File: config.mk
export PLATFORM = sky130hd
export DESIGN_NAME = execution_block
export DESIGN_NICKNAME = d
export VERILOG_FILES = /design/src/rtl/mips16_pkg.sv /design/src/rtl/alu_core.sv /design/src/rtl/execution_block.sv
export SDC_FILE = /design/constraint.sdc
export NUM_CORES = 1
export LEC_CHECK = 0
export BUFFER_PORTS_ARGS = -buffer_cell sky130_fd_sc_hd__clkbuf_2
export CORE_ASPECT_RATIO = 2
export CORE_MARGIN = 2
export CORE_UTILIZATION = 45
export CTS_CLUSTER_SIZE = 14
export DETAILED_ROUTE_END_ITERATION = 10
export PLACE_DENSITY = 0.66
export SLEW_MARGIN = 20
export SYNTH_ARGS = -nofsm -noshare
export SYNTH_HDL_FRONTEND = slang
export SYNTH_SLANG_ARGS = --single-unit
File: constraint.sdc
create_clock -name clk -period 4.9 [get_ports clk]
set_input_delay 0.98 -clock clk [delete_from_list [all_inputs] [get_ports clk]]
set_output_delay 0.98 -clock clk [all_outputs]
set_load 0.1 [all_outputs]
File: src/rtl/mips16_pkg.sv
// Shared opcode encodings and flag bit positions for the MIPS16-style execution stage.
package mips16_pkg;
    localparam logic [5:0] OP_ADD = 6'b000000;
    localparam logic [5:0] OP_SUB = 6'b000001;
    localparam logic [5:0] OP_MOV = 6'b000010;
    localparam logic [5:0] OP_AND = 6'b000100;
    localparam logic [5:0] OP_OR  = 6'b000101;
    localparam logic [5:0] OP_XOR = 6'b000110;
    localparam logic [5:0] OP_NOT = 6'b000111;
    localparam logic [5:0] OP_ADI = 6'b001000;
    localparam logic [5:0] OP_SBI = 6'b001001;
    localparam logic [5:0] OP_MVI = 6'b001010;
    localparam logic [5:0] OP_ANI = 6'b001100;
    localparam logic [5:0] OP_ORI = 6'b001101;
    localparam logic [5:0] OP_XRI = 6'b001110;
    localparam logic [5:0] OP_NTI = 6'b001111;
    localparam logic [5:0] OP_RET = 6'b010000;
    localparam logic [5:0] OP_HLT = 6'b010001;
    localparam logic [5:0] OP_LD  = 6'b010100;
    localparam logic [5:0] OP_ST  = 6'b010101;
    localparam logic [5:0] OP_IN  = 6'b010110;
    localparam logic [5:0] OP_OUT = 6'b010111;
    localparam logic [5:0] OP_JMP = 6'b011000;
    localparam logic [5:0] OP_LS  = 6'b011001;
    localparam logic [5:0] OP_RS  = 6'b011010;
    localparam logic [5:0] OP_RSA = 6'b011011;
    localparam logic [5:0] OP_JAL = 6'b011100;
    localparam logic [5:0] OP_BZ  = 6'b011101;
    localparam logic [5:0] OP_BNZ = 6'b011110;
    localparam logic [5:0] OP_BC  = 6'b011111;

    localparam int ZF = 1;
    localparam int CF = 0;
endpackage

File: src/rtl/alu_core.sv
// Combinational result/flag computation plus per-output write enables;
// anything not enabled is held by the registers in execution_block.
module alu_core
    import mips16_pkg::*;
(
    input  logic [15:0] a_i,
    input  logic [15:0] b_i,
    input  logic [15:0] din_i,
    input  logic [5:0]  op_i,
    output logic [15:0] ans_o,
    output logic [1:0]  flag_o,
    output logic        ans_we_o,
    output logic        flag_we_o,
    output logic        dm_we_o,
    output logic        out_we_o
);
    logic [16:0] sum;
    logic [16:0] diff;
    logic [16:0] shl;
    logic [16:0] shr;
    logic [16:0] sra;
    logic [3:0]  n;
    logic        carry;

    assign n    = b_i[3:0];
    assign sum  = {1'b0, a_i} + {1'b0, b_i};
    assign diff = {1'b0, a_i} - {1'b0, b_i};
    // Right shifts carry a guard bit below the LSB so bit 0 is the last bit shifted out.
    assign shl  = {1'b0, a_i} << n;
    assign shr  = {a_i, 1'b0} >> n;
    assign sra  = $signed({a_i, 1'b0}) >>> n;

    always_comb begin
        ans_o     = a_i;
        carry     = 1'b0;
        ans_we_o  = 1'b1;
        flag_we_o = 1'b0;
        dm_we_o   = 1'b0;
        out_we_o  = 1'b0;
        case (op_i)
            OP_ADD, OP_ADI: begin ans_o = sum[15:0];  carry = sum[16];  flag_we_o = 1'b1; end
            OP_SUB, OP_SBI: begin ans_o = diff[15:0]; carry = diff[16]; flag_we_o = 1'b1; end
            OP_MOV, OP_MVI: begin ans_o = b_i;        flag_we_o = 1'b1; end
            OP_AND, OP_ANI: begin ans_o = a_i & b_i;  flag_we_o = 1'b1; end
            OP_OR,  OP_ORI: begin ans_o = a_i | b_i;  flag_we_o = 1'b1; end
            OP_XOR, OP_XRI: begin ans_o = a_i ^ b_i;  flag_we_o = 1'b1; end
            OP_NOT, OP_NTI: begin ans_o = ~b_i;       flag_we_o = 1'b1; end
            OP_LS:  begin ans_o = shl[15:0]; carry = shl[16]; flag_we_o = 1'b1; end
            OP_RS:  begin ans_o = shr[16:1]; carry = shr[0];  flag_we_o = 1'b1; end
            OP_RSA: begin ans_o = sra[16:1]; carry = sra[0];  flag_we_o = 1'b1; end
            OP_LD:  ans_o = a_i;
            OP_ST:  dm_we_o = 1'b1;
            OP_IN:  ans_o = din_i;
            OP_OUT: out_we_o = 1'b1;
            OP_RET, OP_JMP, OP_JAL, OP_BZ, OP_BNZ, OP_BC: ans_o = a_i;
            default: ans_we_o = 1'b0;
        endcase
        flag_o        = 2'b00;
        flag_o[ZF]    = (ans_o == 16'h0000);
        flag_o[CF]    = carry;
    end
endmodule

File: src/rtl/execution_block.sv
// Execution stage: registers the ALU result, flags, store data and output port
// with one cycle of latency; synchronous active-low reset clears everything.
module execution_block
    import mips16_pkg::*;
(
    input  logic        clk,
    input  logic        reset,
    input  logic [15:0] A,
    input  logic [15:0] B,
    input  logic [15:0] data_in,
    input  logic [5:0]  op_dec,
    output logic [15:0] ans_ex,
    output logic [15:0] DM_data,
    output logic [15:0] data_out,
    output logic [1:0]  flag_ex
);
    logic [15:0] ans_d;
    logic [1:0]  flag_d;
    logic        ans_we, flag_we, dm_we, out_we;
    logic [15:0] ans_q, dm_q, out_q;
    logic [1:0]  flag_q;

    alu_core u_alu (
        .a_i       (A),
        .b_i       (B),
        .din_i     (data_in),
        .op_i      (op_dec),
        .ans_o     (ans_d),
        .flag_o    (flag_d),
        .ans_we_o  (ans_we),
        .flag_we_o (flag_we),
        .dm_we_o   (dm_we),
        .out_we_o  (out_we)
    );

    always_ff @(posedge clk) begin
        if (!reset) begin
            ans_q  <= 16'h0000;
            dm_q   <= 16'h0000;
            out_q  <= 16'h0000;
            flag_q <= 2'b00;
        end else begin
            if (ans_we)  ans_q  <= ans_d;
            if (flag_we) flag_q <= flag_d;
            if (dm_we)   dm_q   <= B;
            if (out_we)  out_q  <= A;
        end
    end

    assign ans_ex   = ans_q;
    assign DM_data  = dm_q;
    assign data_out = out_q;
    assign flag_ex  = flag_q;
endmodule

==> impl_metrics.xml, run 1 <==
<?xml version="1.0" encoding="UTF-8"?>
<metrics>
  <group name="placed_design">
    <metric name="placedCellCount" unit="">1173</metric>
    <metric name="pre_cts_worst_setup_slack" unit="ns">0.311</metric>
    <metric name="place_congestion" unit="">1.06</metric>
    <metric name="port_buffers" unit="">105</metric>
    <metric name="hpwlAfterDp" unit="um">21800</metric>
  </group>
  <group name="clock_tree">
    <metric name="clkSinkCount" unit="">50</metric>
    <metric name="clock_tree_from_tritoncts" unit="">built</metric>
    <metric name="cts-htree-levels" unit="">2</metric>
    <metric name="cts-resized-gates" unit="">0</metric>
    <metric name="clock-root-buffer" unit="">sky130_fd_sc_hd__clkbuf_16</metric>
    <metric name="max-clock-path-buffers" unit="">2</metric>
    <metric name="cts_inserted_buffers" unit="">5</metric>
    <metric name="path_clk_slew" unit="ns">0.07</metric>
    <metric name="cts_hold_repair.buffers" unit="">0</metric>
    <metric name="clock_latency" unit="ns">0.30</metric>
    <metric name="count_of_buffers_added_by_post_cts_timing_repair_for_setup" unit="">0</metric>
  </group>
  <group name="sta">
    <metric name="fin_hold_ws" unit="ns">0.458</metric>
    <metric name="finalSetupViolCount" unit="">0</metric>
    <metric name="max-slew-margin-rel" unit="%">26.7</metric>
    <metric name="timing.final.crit_period" unit="ns">4.37</metric>
    <metric name="timing.final.max_slew_violations" unit="">0</metric>
    <metric name="final.setup.worst_slack" unit="ns">0.530</metric>
    <metric name="tns" unit="ns">0</metric>
    <metric name="finalCritPeriodShare" unit="%">89.2</metric>
    <metric name="setup_repair_after_global_routing_missed_its_margin" unit="">false</metric>
    <metric name="setup_skew" unit="ns">0</metric>
    <metric name="timing.final.hold_violations" unit="">0</metric>
    <metric name="fmax" unit="MHz">229</metric>
    <metric name="tightestPinTransition" unit="ns">1.09</metric>
  </group>
  <group name="floorplan">
    <metric name="die_width" unit="um">91.3</metric>
    <metric name="floorplan_core_area" unit="mm2">0.0149</metric>
    <metric name="top_level_ports" unit="">106</metric>
    <metric name="dieArea" unit="mm2">0.0163</metric>
    <metric name="initial_core_util" unit="%">46.0</metric>
    <metric name="rows" unit="">63</metric>
    <metric name="die-height" unit="um">179</metric>
  </group>
  <group name="critical_path">
    <metric name="setup.reg_to_reg.worst_slack" unit="ns">4.13</metric>
    <metric name="crit_path_max_fanout" unit="">3</metric>
    <metric name="worst_setup_path_start_kind" unit="">input port</metric>
    <metric name="worst-r2r-cell-count" unit="">2</metric>
    <metric name="worstPathRequired" unit="ns">5.12</metric>
    <metric name="worstSetupPathType" unit="">in2reg</metric>
    <metric name="worst-endpoint-arrival" unit="ns">4.59</metric>
    <metric name="worst_reg2reg_startpoint" unit="">ans_ex[0]</metric>
    <metric name="timing.rr.end" unit="">ans_ex[0]</metric>
    <metric name="end_kind" unit="">flip-flop</metric>
  </group>
  <group name="power_and_ir_drop">
    <metric name="power-per-cell-area" unit="mW/mm2">193</metric>
    <metric name="vdd.ir_drop.worst" unit="uV">254</metric>
    <metric name="leakage" unit="nW">3.14</metric>
  </group>
  <group name="drt">
    <metric name="vias_per_cell" unit="">6.55</metric>
    <metric name="routed_via_count" unit="">7732</metric>
    <metric name="wirelength_per_cell" unit="um">24.1</metric>
    <metric name="detail_route.first_pass.iterations" unit="">5</metric>
    <metric name="antenna_left" unit="">0</metric>
    <metric name="route.final.wire_length" unit="um">28500</metric>
    <metric name="remaining_drc_errors" unit="">0</metric>
    <metric name="drt-initial-drc-count" unit="">780</metric>
  </group>
  <group name="synth">
    <metric name="yosys_warnings" unit="">0</metric>
    <metric name="synthesized_area_fraction_occupied_by_ao_oa_aoi_and_oai_cells" unit="%">29.6</metric>
    <metric name="synth_flop_cell" unit="">sky130_fd_sc_hd__dfxtp_1</metric>
    <metric name="synth_top_family_by_area" unit="">compound AO/OA/AOI/OAI gates</metric>
    <metric name="synth-xor-area-share" unit="%">0.894</metric>
    <metric name="synth_cell_type_count" unit="">88</metric>
    <metric name="mappedNetlistNets" unit="">1028</metric>
    <metric name="yosys.area_share.adder" unit="%">10.2</metric>
    <metric name="yosysSeqAreaShare" unit="%">14.6</metric>
    <metric name="ys_seq_elements" unit="">50</metric>
    <metric name="syn-cell-area" unit="mm2">0.00686</metric>
    <metric name="synth_edf_count" unit="">0</metric>
    <metric name="synthDominantCellAreaShare" unit="%">14.6</metric>
    <metric name="yosys-top-cells-area" unit="">sky130_fd_sc_hd__dfxtp_1 (15%), sky130_fd_sc_hd__ha_1 (9.7%), sky130_fd_sc_hd__nand2_1 (6.9%), sky130_fd_sc_hd__mux4_2 (6.6%), sky130_fd_sc_hd__nor2_1 (4.5%)</metric>
    <metric name="post_synth.cell_area_avg" unit="um2">7.48</metric>
    <metric name="yosys-mux-area-fraction" unit="%">13.2</metric>
    <metric name="yosysTopAreaCell" unit="">sky130_fd_sc_hd__dfxtp_1</metric>
    <metric name="synthCells" unit="">917</metric>
    <metric name="synthSimpleGateAreaFrac" unit="%">22.7</metric>
    <metric name="synth-async-reset-ratio" unit="%">0</metric>
  </group>
  <group name="cells_and_area">
    <metric name="antenna_cells" unit="">0</metric>
    <metric name="final_nets" unit="">1096</metric>
    <metric name="finish.cell_count_without_fillers" unit="">1181</metric>
    <metric name="flow.area_growth_from_synthesis" unit="%">11.6</metric>
    <metric name="utilization" unit="%">51.4</metric>
    <metric name="drive_gt1_share" unit="%">20.4</metric>
  </group>
  <group name="hold_path">
    <metric name="worst_hold_endpoint" unit="">ans_ex[2]</metric>
    <metric name="holdPathStages" unit="">2</metric>
    <metric name="worst_hold_path_type" unit="">reg2reg</metric>
    <metric name="hold_start" unit="">ans_ex[2]</metric>
  </group>
  <group name="grt">
    <metric name="global_route_wire_length_before_repair" unit="um">42500</metric>
    <metric name="global_route.overflow_total" unit="">0</metric>
    <metric name="grt.total_usage" unit="%">34.3</metric>
    <metric name="first_global_vias" unit="">7330</metric>
    <metric name="grt_max_degree" unit="">63</metric>
    <metric name="grt_antenna_before_repair" unit="">0</metric>
  </group>
  <group name="run_status">
    <metric name="outcome" unit="">finished clean</metric>
  </group>
  <group name="flow_run">
    <metric name="max-cap-violations" unit="">0</metric>
  </group>
</metrics>
## where the power goes
part	leakage (nW)	switching [mW]	internal [mW]	total, mW
combinational	2.66	0.467	0.230	0.697
clock	0.0664	0.161	0.191	0.352
sequential	0.406	0.00717	0.420	0.427
## flip-flops by register name, indices dropped and copies added, names as in the netlist
register / flops
flag_ex: 2
DM_data: 16
ans_ex: 16
data_out: 16
## cell families (layout without fill, tap and decap cells)
family	count (synthesis)	after routing
flops	50	50
simple gates	332	332
fa+ha+maj	55	55
xor+xnor	7	7
compound gates	284	284
mux	59	59
buf+inv	130	199
## critical path: stages
cell,delay (ns)
sky130_fd_sc_hd__clkbuf_2,0.12
sky130_fd_sc_hd__inv_1,0.09
sky130_fd_sc_hd__ha_1,0.18
sky130_fd_sc_hd__inv_1,0.06
sky130_fd_sc_hd__fa_1,0.42
sky130_fd_sc_hd__nor2b_1,0.18
sky130_fd_sc_hd__o31ai_1,0.30
sky130_fd_sc_hd__o22ai_1,0.13
sky130_fd_sc_hd__o21ai_0,0.20
sky130_fd_sc_hd__nand4_1,0.26
sky130_fd_sc_hd__or4_1,0.57
sky130_fd_sc_hd__nor2_1,0.22
sky130_fd_sc_hd__nand4_1,0.13
sky130_fd_sc_hd__or4b_1,0.54
sky130_fd_sc_hd__o31ai_2,0.19
## metrics by stage
step                      power, mW  area [um2]
after global placement         1.11        7500
after floorplan               0.918        6860
final                          1.48        7650
after CTS                      1.47        7650
after global routing           1.54        7650
after detailed placement       1.11        7500
## routing by layer
metal | track usage (%) | vias up | part of all wire, %
met5 | 0 | - | 0
met4 | 29.9 | 0 | 10
met3 | 2.53 | 157 | 7.3
met2 | 56.9 | 509 | 47
met1 | 39.5 | 3574 | 36
li1 | - | 3492 | -
## synth_stat cells (all sizes together), types with 11 or more instances
master and instances:
nor3 25, mux2 12, nor2b 16, o21ai 35, dfxtp 50, clkbuf 45
nand2 128, inv 47, and2 13, a31oi 11, mux4 22, nor2 82
buf 37, a21oi 57, a211oi 15, a21boi 39, o22ai 12, mux2i 25
ha 53, nand3 26
## cell usage in the layout (no fill, tap or decap), drive strengths merged, types with 26 or more instances in the layout
master  synthesis  final
nand2         128    128
clkbuf         45    110
nor2           82     82
a21oi          57     57
ha             53     53
dfxtp          50     50
inv            47     48
a21boi         39     39
buf            37     38
o21ai          35     35
nand3          26     26
## area by class of cell
cell class	count	area, um2
Sequential cell	50	1000
Clock inverter	3	23.8
Fill cell	1472	7240
Inverter	48	180
Tap cell	195	244
Timing Repair Buffer	143	823
Multi-Input combinational cell	737	5260
Clock buffer	5	125
## worst max path at each step
stage	slack [ns]	to	from	cells past startpoint
3_5_place_dp	0.31	flag_ex[1]	A[0]	15
5_1_grt	0.39	flag_ex[1]	A[0]	15
4_1_cts	0.59	flag_ex[1]	A[0]	15
3_3_place_gp	0.28	flag_ex[1]	A[0]	15
2_1_floorplan	0.79	flag_ex[1]	B[3]	15
6_report	0.53	flag_ex[1]	A[0]	15
Note: power is estimated with default switching activity, not from simulation.
==> run 2: changes to the inputs <==
--- a/config.mk
+++ b/config.mk
@@ -12,6 +12,7 @@
 export CTS_CLUSTER_SIZE = 14
 export DETAILED_ROUTE_END_ITERATION = 10
 export PLACE_DENSITY = 0.66
+export RECOVER_POWER = 50
 export SLEW_MARGIN = 20
 export SYNTH_ARGS = -nofsm -noshare
 export SYNTH_HDL_FRONTEND = slang
==> run 2 against run 1 <==
Against the previous run:
- first-iteration DRC count down 4.1%
- routed wire length up 0.13%
- fmax down 0.86%
- flip-flop and latch count unchanged
- largest cell class unchanged
==> impl_metrics.xml, run 2 (same netlist as run 1, synthesis figures left out) <==
<?xml version="1.0" encoding="UTF-8"?>
<metrics>
  <group name="clock_tree">
    <metric name="cts_hold_repair.buffers" unit="">0</metric>
    <metric name="cts_inserted_buffers" unit="">5</metric>
    <metric name="count_of_buffers_added_by_post_cts_timing_repair_for_setup" unit="">0</metric>
    <metric name="max-clock-path-buffers" unit="">2</metric>
    <metric name="cts-resized-gates" unit="">0</metric>
    <metric name="cts-htree-levels" unit="">2</metric>
    <metric name="clock-root-buffer" unit="">sky130_fd_sc_hd__clkbuf_16</metric>
    <metric name="clkSinkCount" unit="">50</metric>
    <metric name="path_clk_slew" unit="ns">0.07</metric>
    <metric name="clock_tree_from_tritoncts" unit="">built</metric>
    <metric name="clock_latency" unit="ns">0.29</metric>
  </group>
  <group name="critical_path">
    <metric name="worstSetupPathType" unit="">in2reg</metric>
    <metric name="worst-endpoint-arrival" unit="ns">4.62</metric>
    <metric name="end_kind" unit="">flip-flop</metric>
    <metric name="worstPathRequired" unit="ns">5.11</metric>
    <metric name="crit_path_max_fanout" unit="">3</metric>
    <metric name="worst_setup_path_start_kind" unit="">input port</metric>
  </group>
  <group name="power_and_ir_drop">
    <metric name="cellInternalPower" unit="mW">0.838</metric>
    <metric name="power-per-cell-area" unit="mW/mm2">194</metric>
    <metric name="combinationalPowerShare" unit="%">47.1</metric>
    <metric name="sequentialPowerShare" unit="%">29.0</metric>
    <metric name="swShare" unit="%">43.1</metric>
    <metric name="vdd.ir_drop.worst" unit="uV">255</metric>
    <metric name="leakage" unit="nW">2.97</metric>
    <metric name="p_switching" unit="mW">0.635</metric>
    <metric name="power_frac_clock" unit="%">23.9</metric>
  </group>
  <group name="floorplan">
    <metric name="top_level_ports" unit="">106</metric>
    <metric name="initial_core_util" unit="%">46.0</metric>
    <metric name="rows" unit="">63</metric>
    <metric name="die_width" unit="um">91.3</metric>
    <metric name="floorplan_core_area" unit="mm2">0.0149</metric>
    <metric name="die-height" unit="um">179</metric>
    <metric name="dieArea" unit="mm2">0.0163</metric>
  </group>
  <group name="cells_and_area">
    <metric name="antenna_cells" unit="">0</metric>
    <metric name="utilization" unit="%">51.0</metric>
    <metric name="drive_gt1_share" unit="%">15.3</metric>
    <metric name="final_nets" unit="">1096</metric>
    <metric name="flow.area_growth_from_synthesis" unit="%">10.7</metric>
    <metric name="n_fill_cell" unit="">1495</metric>
    <metric name="layout_common_cells" unit="">sky130_fd_sc_hd__nand2_1 (126), sky130_fd_sc_hd__nor2_1 (82), sky130_fd_sc_hd__a21oi_1 (57), sky130_fd_sc_hd__clkbuf_2 (55), sky130_fd_sc_hd__ha_1 (53)</metric>
    <metric name="layout_commonest_cell" unit="">sky130_fd_sc_hd__nand2_1</metric>
  </group>
  <group name="sta">
    <metric name="fmax" unit="MHz">227</metric>
    <metric name="tns" unit="ns">0</metric>
    <metric name="setup_repair_after_global_routing_missed_its_margin" unit="">false</metric>
    <metric name="finalSetupViolCount" unit="">0</metric>
    <metric name="timing.final.hold_violations" unit="">0</metric>
    <metric name="setup_skew" unit="ns">0</metric>
    <metric name="tightestPinTransition" unit="ns">1.19</metric>
    <metric name="timing.final.crit_period" unit="ns">4.41</metric>
    <metric name="timing.final.max_slew_violations" unit="">0</metric>
    <metric name="final.setup.worst_slack" unit="ns">0.492</metric>
    <metric name="finalCritPeriodShare" unit="%">90.0</metric>
    <metric name="max-slew-margin-rel" unit="%">21.1</metric>
  </group>
  <group name="run_status">
    <metric name="outcome" unit="">finished clean</metric>
  </group>
  <group name="placed_design">
    <metric name="pre_cts_worst_setup_slack" unit="ns">0.311</metric>
    <metric name="hpwlAfterDp" unit="um">21800</metric>
    <metric name="place_congestion" unit="">1.06</metric>
    <metric name="port_buffers" unit="">105</metric>
  </group>
  <group name="drt">
    <metric name="antenna_left" unit="">0</metric>
    <metric name="route.final.wire_length" unit="um">28500</metric>
    <metric name="remaining_drc_errors" unit="">0</metric>
    <metric name="wirelength_per_cell" unit="um">24.1</metric>
    <metric name="vias_per_cell" unit="">6.56</metric>
    <metric name="routed_via_count" unit="">7745</metric>
    <metric name="detail_route.first_pass.iterations" unit="">5</metric>
    <metric name="drt-initial-drc-count" unit="">748</metric>
  </group>
  <group name="grt">
    <metric name="grt_max_degree" unit="">63</metric>
    <metric name="global_route_wire_length_before_repair" unit="um">42500</metric>
    <metric name="grt.total_usage" unit="%">34.3</metric>
    <metric name="grt_antenna_before_repair" unit="">0</metric>
    <metric name="first_global_vias" unit="">7330</metric>
    <metric name="global_route.overflow_total" unit="">0</metric>
  </group>
  <group name="flow_run">
    <metric name="max-cap-violations" unit="">0</metric>
  </group>
  <group name="hold_path">
    <metric name="worst_hold_path_type" unit="">reg2reg</metric>
  </group>
</metrics>
[run 2: cell types whose count changed in the layout (fill, tap and decap cells not counted)]
cell | before | now
sky130_fd_sc_hd__clkbuf_1 | 0 | 50
sky130_fd_sc_hd__clkbuf_2 | 105 | 55
[run 2: through the flow]
step | instances | cell area (um2) | total power [mW] | hold WS, ns
after floorplan | 917 | 6860 | 0.918 | 0.882
after global placement | 1173 | 7500 | 1.11 | 0.449
final | 1181 | 7590 | 1.47 | 0.457
after CTS | 1181 | 7650 | 1.47 | 0.459
after global routing | 1181 | 7590 | 1.54 | 0.470
after detailed placement | 1173 | 7500 | 1.11 | 0.444
[run 2: final timing paths]
kind                                start         end  slack, ns  depth (start not counted)
worst max-delay path                 A[0]  flag_ex[1]       0.49                         15
worst min-delay path            ans_ex[2]   ans_ex[2]       0.46                          2
worst max register to register  ans_ex[0]   ans_ex[0]       4.14                          2
worst min register to register  ans_ex[2]   ans_ex[2]       0.46                          2
[run 2: layer usage]
metal	part of all wire [%]	global-route usage, %	vias up	routed length (um)
li1	-	-	3503	-
met3	7.2	2.53	143	2060
met4	9.8	29.9	0	2780
met2	47	56.9	524	13400
met1	36	39.5	3575	10300
met5	0	0	-	0
[run 2: layout make-up]
cell class / count / area [um2] / share of cell area (%)
Clock buffer: 5 / 125 / 1.65
Clock inverter: 3 / 23.8 / 0.313
Inverter: 48 / 180 / 2.37
Multi-Input combinational cell: 737 / 5260 / 69.2
Sequential cell: 50 / 1000 / 13.2
Tap cell: 195 / 244 / 3.21
Timing Repair Buffer: 143 / 761 / 10.0
[run 2: power by group through the flow]
stage / Sequential [mW] / Clock [mW] / Combinational [mW]
5_1_grt: 0.428 / 0.378 / 0.733
3_3_place_gp: 0.436 / 0 / 0.676
3_5_place_dp: 0.436 / 0 / 0.676
4_1_cts: 0.427 / 0.361 / 0.679
6_report: 0.427 / 0.352 / 0.693
2_1_floorplan: 0.530 / 0 / 0.388
[run 2: worst max-delay path, cell delays in order]
cell and delay (ns):
sky130_fd_sc_hd__clkbuf_2 0.12, sky130_fd_sc_hd__inv_1 0.09, sky130_fd_sc_hd__ha_1 0.18, sky130_fd_sc_hd__inv_1 0.06
sky130_fd_sc_hd__fa_1 0.42, sky130_fd_sc_hd__nor2b_1 0.18, sky130_fd_sc_hd__o31ai_1 0.31, sky130_fd_sc_hd__o22ai_1 0.13
sky130_fd_sc_hd__o21ai_0 0.20, sky130_fd_sc_hd__nand4_1 0.27, sky130_fd_sc_hd__or4_1 0.57, sky130_fd_sc_hd__nor2_1 0.23
sky130_fd_sc_hd__nand4_1 0.13, sky130_fd_sc_hd__or4b_1 0.54, sky130_fd_sc_hd__o31ai_2 0.21
==> run 3: changes to the inputs <==
--- a/config.mk
+++ b/config.mk
@@ -9,11 +9,12 @@
 export CORE_ASPECT_RATIO = 2
 export CORE_MARGIN = 2
 export CORE_UTILIZATION = 45
+export CTS_BUF_LIST = sky130_fd_sc_hd__clkbuf_2
 export CTS_CLUSTER_SIZE = 14
 export DETAILED_ROUTE_END_ITERATION = 10
 export PLACE_DENSITY = 0.66
 export RECOVER_POWER = 50
-export SLEW_MARGIN = 20
+export SLEW_MARGIN = 30
 export SYNTH_ARGS = -nofsm -noshare
 export SYNTH_HDL_FRONTEND = slang
 export SYNTH_SLANG_ARGS = --single-unit
==> constraint.sdc (replaced) <==
create_clock -name clk -period 4.9 [get_ports clk]
set_input_delay 0.735 -clock clk [delete_from_list [all_inputs] [get_ports clk]]
set_output_delay 0.735 -clock clk [all_outputs]
set_load 0.1 [all_outputs]
==> run 3 against run 2 <==
Against the previous run:
- final cell count fell by 0.68%
- sequential power barely moved
- highest routed layer unchanged
- critical endpoint unchanged
- global-route usage rose by 1.5 points
- via count fell by 0.99%
==> impl_metrics.xml, run 3 (same netlist as run 1, synthesis figures left out) <==
<?xml version="1.0" encoding="UTF-8"?>
<metrics>
  <group name="power_and_ir_drop">
    <metric name="p_switching" unit="mW">0.625</metric>
    <metric name="cellInternalPower" unit="mW">0.678</metric>
    <metric name="combinationalPowerShare" unit="%">53.2</metric>
    <metric name="leakage" unit="nW">2.93</metric>
    <metric name="power-per-cell-area" unit="mW/mm2">175</metric>
    <metric name="swShare" unit="%">48.0</metric>
    <metric name="vdd.ir_drop.worst" unit="uV">233</metric>
    <metric name="power_frac_clock" unit="%">13.9</metric>
    <metric name="sequentialPowerShare" unit="%">32.9</metric>
  </group>
  <group name="grt">
    <metric name="first_global_vias" unit="">7547</metric>
    <metric name="grt.total_usage" unit="%">35.8</metric>
    <metric name="grt_max_degree" unit="">63</metric>
    <metric name="global_route.overflow_total" unit="">0</metric>
    <metric name="grt_antenna_before_repair" unit="">1</metric>
    <metric name="global_route_wire_length_before_repair" unit="um">44500</metric>
  </group>
  <group name="clock_tree">
    <metric name="cts-htree-levels" unit="">2</metric>
    <metric name="max-clock-path-buffers" unit="">2</metric>
    <metric name="clock_latency" unit="ns">0.48</metric>
    <metric name="cts_inserted_buffers" unit="">5</metric>
    <metric name="clock-root-buffer" unit="">sky130_fd_sc_hd__clkbuf_2</metric>
    <metric name="count_of_buffers_added_by_post_cts_timing_repair_for_setup" unit="">0</metric>
    <metric name="clock_tree_from_tritoncts" unit="">built</metric>
    <metric name="cts_hold_repair.buffers" unit="">0</metric>
    <metric name="cts-resized-gates" unit="">0</metric>
    <metric name="clkSinkCount" unit="">50</metric>
    <metric name="path_clk_slew" unit="ns">0.26</metric>
  </group>
  <group name="cells_and_area">
    <metric name="flow.area_growth_from_synthesis" unit="%">8.46</metric>
    <metric name="layout_commonest_cell" unit="">sky130_fd_sc_hd__nand2_1</metric>
    <metric name="drive_gt1_share" unit="%">16.0</metric>
    <metric name="final_nets" unit="">1087</metric>
    <metric name="finalInstanceArea" unit="mm2">0.00744</metric>
    <metric name="finish.cell_count_without_fillers" unit="">1173</metric>
    <metric name="n_fill_cell" unit="">1554</metric>
    <metric name="layout_common_cells" unit="">sky130_fd_sc_hd__nand2_1 (126), sky130_fd_sc_hd__nor2_1 (82), sky130_fd_sc_hd__clkbuf_2 (75), sky130_fd_sc_hd__a21oi_1 (57), sky130_fd_sc_hd__ha_1 (53)</metric>
  </group>
  <group name="floorplan">
    <metric name="rows" unit="">63</metric>
    <metric name="dieArea" unit="mm2">0.0163</metric>
    <metric name="initial_core_util" unit="%">46.0</metric>
    <metric name="die-height" unit="um">179</metric>
    <metric name="floorplan_core_area" unit="mm2">0.0149</metric>
    <metric name="top_level_ports" unit="">106</metric>
    <metric name="die_width" unit="um">91.3</metric>
  </group>
  <group name="sta">
    <metric name="finalSetupViolCount" unit="">0</metric>
    <metric name="setup_skew" unit="ns">0</metric>
    <metric name="fmax" unit="MHz">236</metric>
    <metric name="tightestPinTransition" unit="ns">1.20</metric>
    <metric name="timing.final.hold_violations" unit="">0</metric>
    <metric name="max-slew-margin-rel" unit="%">20.4</metric>
    <metric name="fin_hold_ws" unit="ns">0.484</metric>
    <metric name="tns" unit="ns">0</metric>
    <metric name="setup_repair_after_global_routing_missed_its_margin" unit="">false</metric>
    <metric name="timing.final.crit_period" unit="ns">4.24</metric>
    <metric name="timing.final.max_slew_violations" unit="">0</metric>
    <metric name="final.setup.worst_slack" unit="ns">0.664</metric>
    <metric name="finalCritPeriodShare" unit="%">86.4</metric>
  </group>
  <group name="placed_design">
    <metric name="pre_cts_worst_setup_slack" unit="ns">0.252</metric>
    <metric name="placed_cell_areas" unit="mm2">0.00744</metric>
    <metric name="place_congestion" unit="">1.04</metric>
    <metric name="placedCellCount" unit="">1164</metric>
    <metric name="hpwlAfterDp" unit="um">23000</metric>
    <metric name="port_buffers" unit="">105</metric>
  </group>
  <group name="drt">
    <metric name="wirelength_per_cell" unit="um">25.2</metric>
    <metric name="remaining_drc_errors" unit="">0</metric>
    <metric name="routed_via_count" unit="">7668</metric>
    <metric name="drt-initial-drc-count" unit="">865</metric>
    <metric name="route.final.wire_length" unit="um">29500</metric>
    <metric name="antenna_left" unit="">0</metric>
    <metric name="detail_route.first_pass.iterations" unit="">5</metric>
    <metric name="vias_per_cell" unit="">6.54</metric>
  </group>
  <group name="flow_run">
    <metric name="max-cap-violations" unit="">0</metric>
  </group>
  <group name="critical_path">
    <metric name="crit_path_max_fanout" unit="">15</metric>
    <metric name="timing.critical_path.cells" unit="">clkbuf_1 &gt; nor4bb_1 &gt; clkbuf_1 &gt; and2_1 &gt; buf_4 &gt; o2bb2ai_1 &gt; nor4_1 &gt; nand4_1 &gt; or4_1 &gt; nor2_1 &gt; nand4_1 &gt; or4b_1 &gt; o31ai_2</metric>
    <metric name="slowest_delay" unit="ns">0.64</metric>
    <metric name="worst_setup_path_start_kind" unit="">input port</metric>
    <metric name="worst-endpoint-arrival" unit="ns">4.66</metric>
    <metric name="critical-path-slowest-cell" unit="">sky130_fd_sc_hd__nor4_1</metric>
    <metric name="crit_family" unit="">simple AND/OR/NAND/NOR gates</metric>
    <metric name="worstPathRequired" unit="ns">5.32</metric>
    <metric name="path_buf_inv" unit="">3</metric>
    <metric name="end_kind" unit="">flip-flop</metric>
    <metric name="worstSetupPathType" unit="">in2reg</metric>
  </group>
  <group name="hold_path">
    <metric name="worst_hold_path_type" unit="">reg2reg</metric>
  </group>
  <group name="run_status">
    <metric name="outcome" unit="">finished clean</metric>
  </group>
</metrics>
[run 3: worst paths after layout]
path | start | endpoint | slack, ns | cells past startpoint
worst min-delay path | DM_data[11] | DM_data[11] | 0.48 | 2
worst max register to register | ans_ex[0] | ans_ex[0] | 4.15 | 2
worst min register to register | DM_data[11] | DM_data[11] | 0.48 | 2
worst max-delay path | op_dec[2] | flag_ex[1] | 0.66 | 13
[run 3: per-layer routing]
layer / global-route usage [%] / wire [um]
met4: 30.3 / 2920
met5: 0 / 0
met3: 3.76 / 2220
met1: 39.5 / 10300
met2: 60.9 / 14100
[run 3: tightest hold or removal path, delay by kind of cell (launching register included)]
family	cells	cell delay [ns]
flip-flops	1	0.37
AND/OR/NAND/NOR	1	0.05
AO/OA/AOI/OAI	1	0.06
[run 3: power groups by stage]
stage	registers, mW	logic [mW]	clock network (mW)
after floorplan	0.530	0.388	0
after global placement	0.436	0.678	0
after detailed placement	0.436	0.676	0
after CTS	0.429	0.680	0.187
after global routing	0.431	0.730	0.200
final	0.429	0.693	0.182
[run 3: final cells by class]
| class | count | area [um2] | share of cell area (%) |
|---|---|---|---|
| Inverter | 48 | 180 | 2.42 |
| Clock buffer | 5 | 25.0 | 0.336 |
| Sequential cell | 50 | 1000 | 13.5 |
| Multi-Input combinational cell | 737 | 5260 | 70.6 |
| Clock inverter | 3 | 23.8 | 0.319 |
| Tap cell | 195 | 244 | 3.28 |
| Timing Repair Buffer | 134 | 708 | 9.52 |
| Antenna cell | 1 | 2.50 | 0.0336 |
[run 3: per-stage QoR]
step | utilization, % | power, mW
after floorplan | - | 0.918
after global placement | 49.9 | 1.11
after detailed placement | 49.9 | 1.11
after CTS | 50.2 | 1.30
after global routing | 49.9 | 1.36
final | 49.9 | 1.30
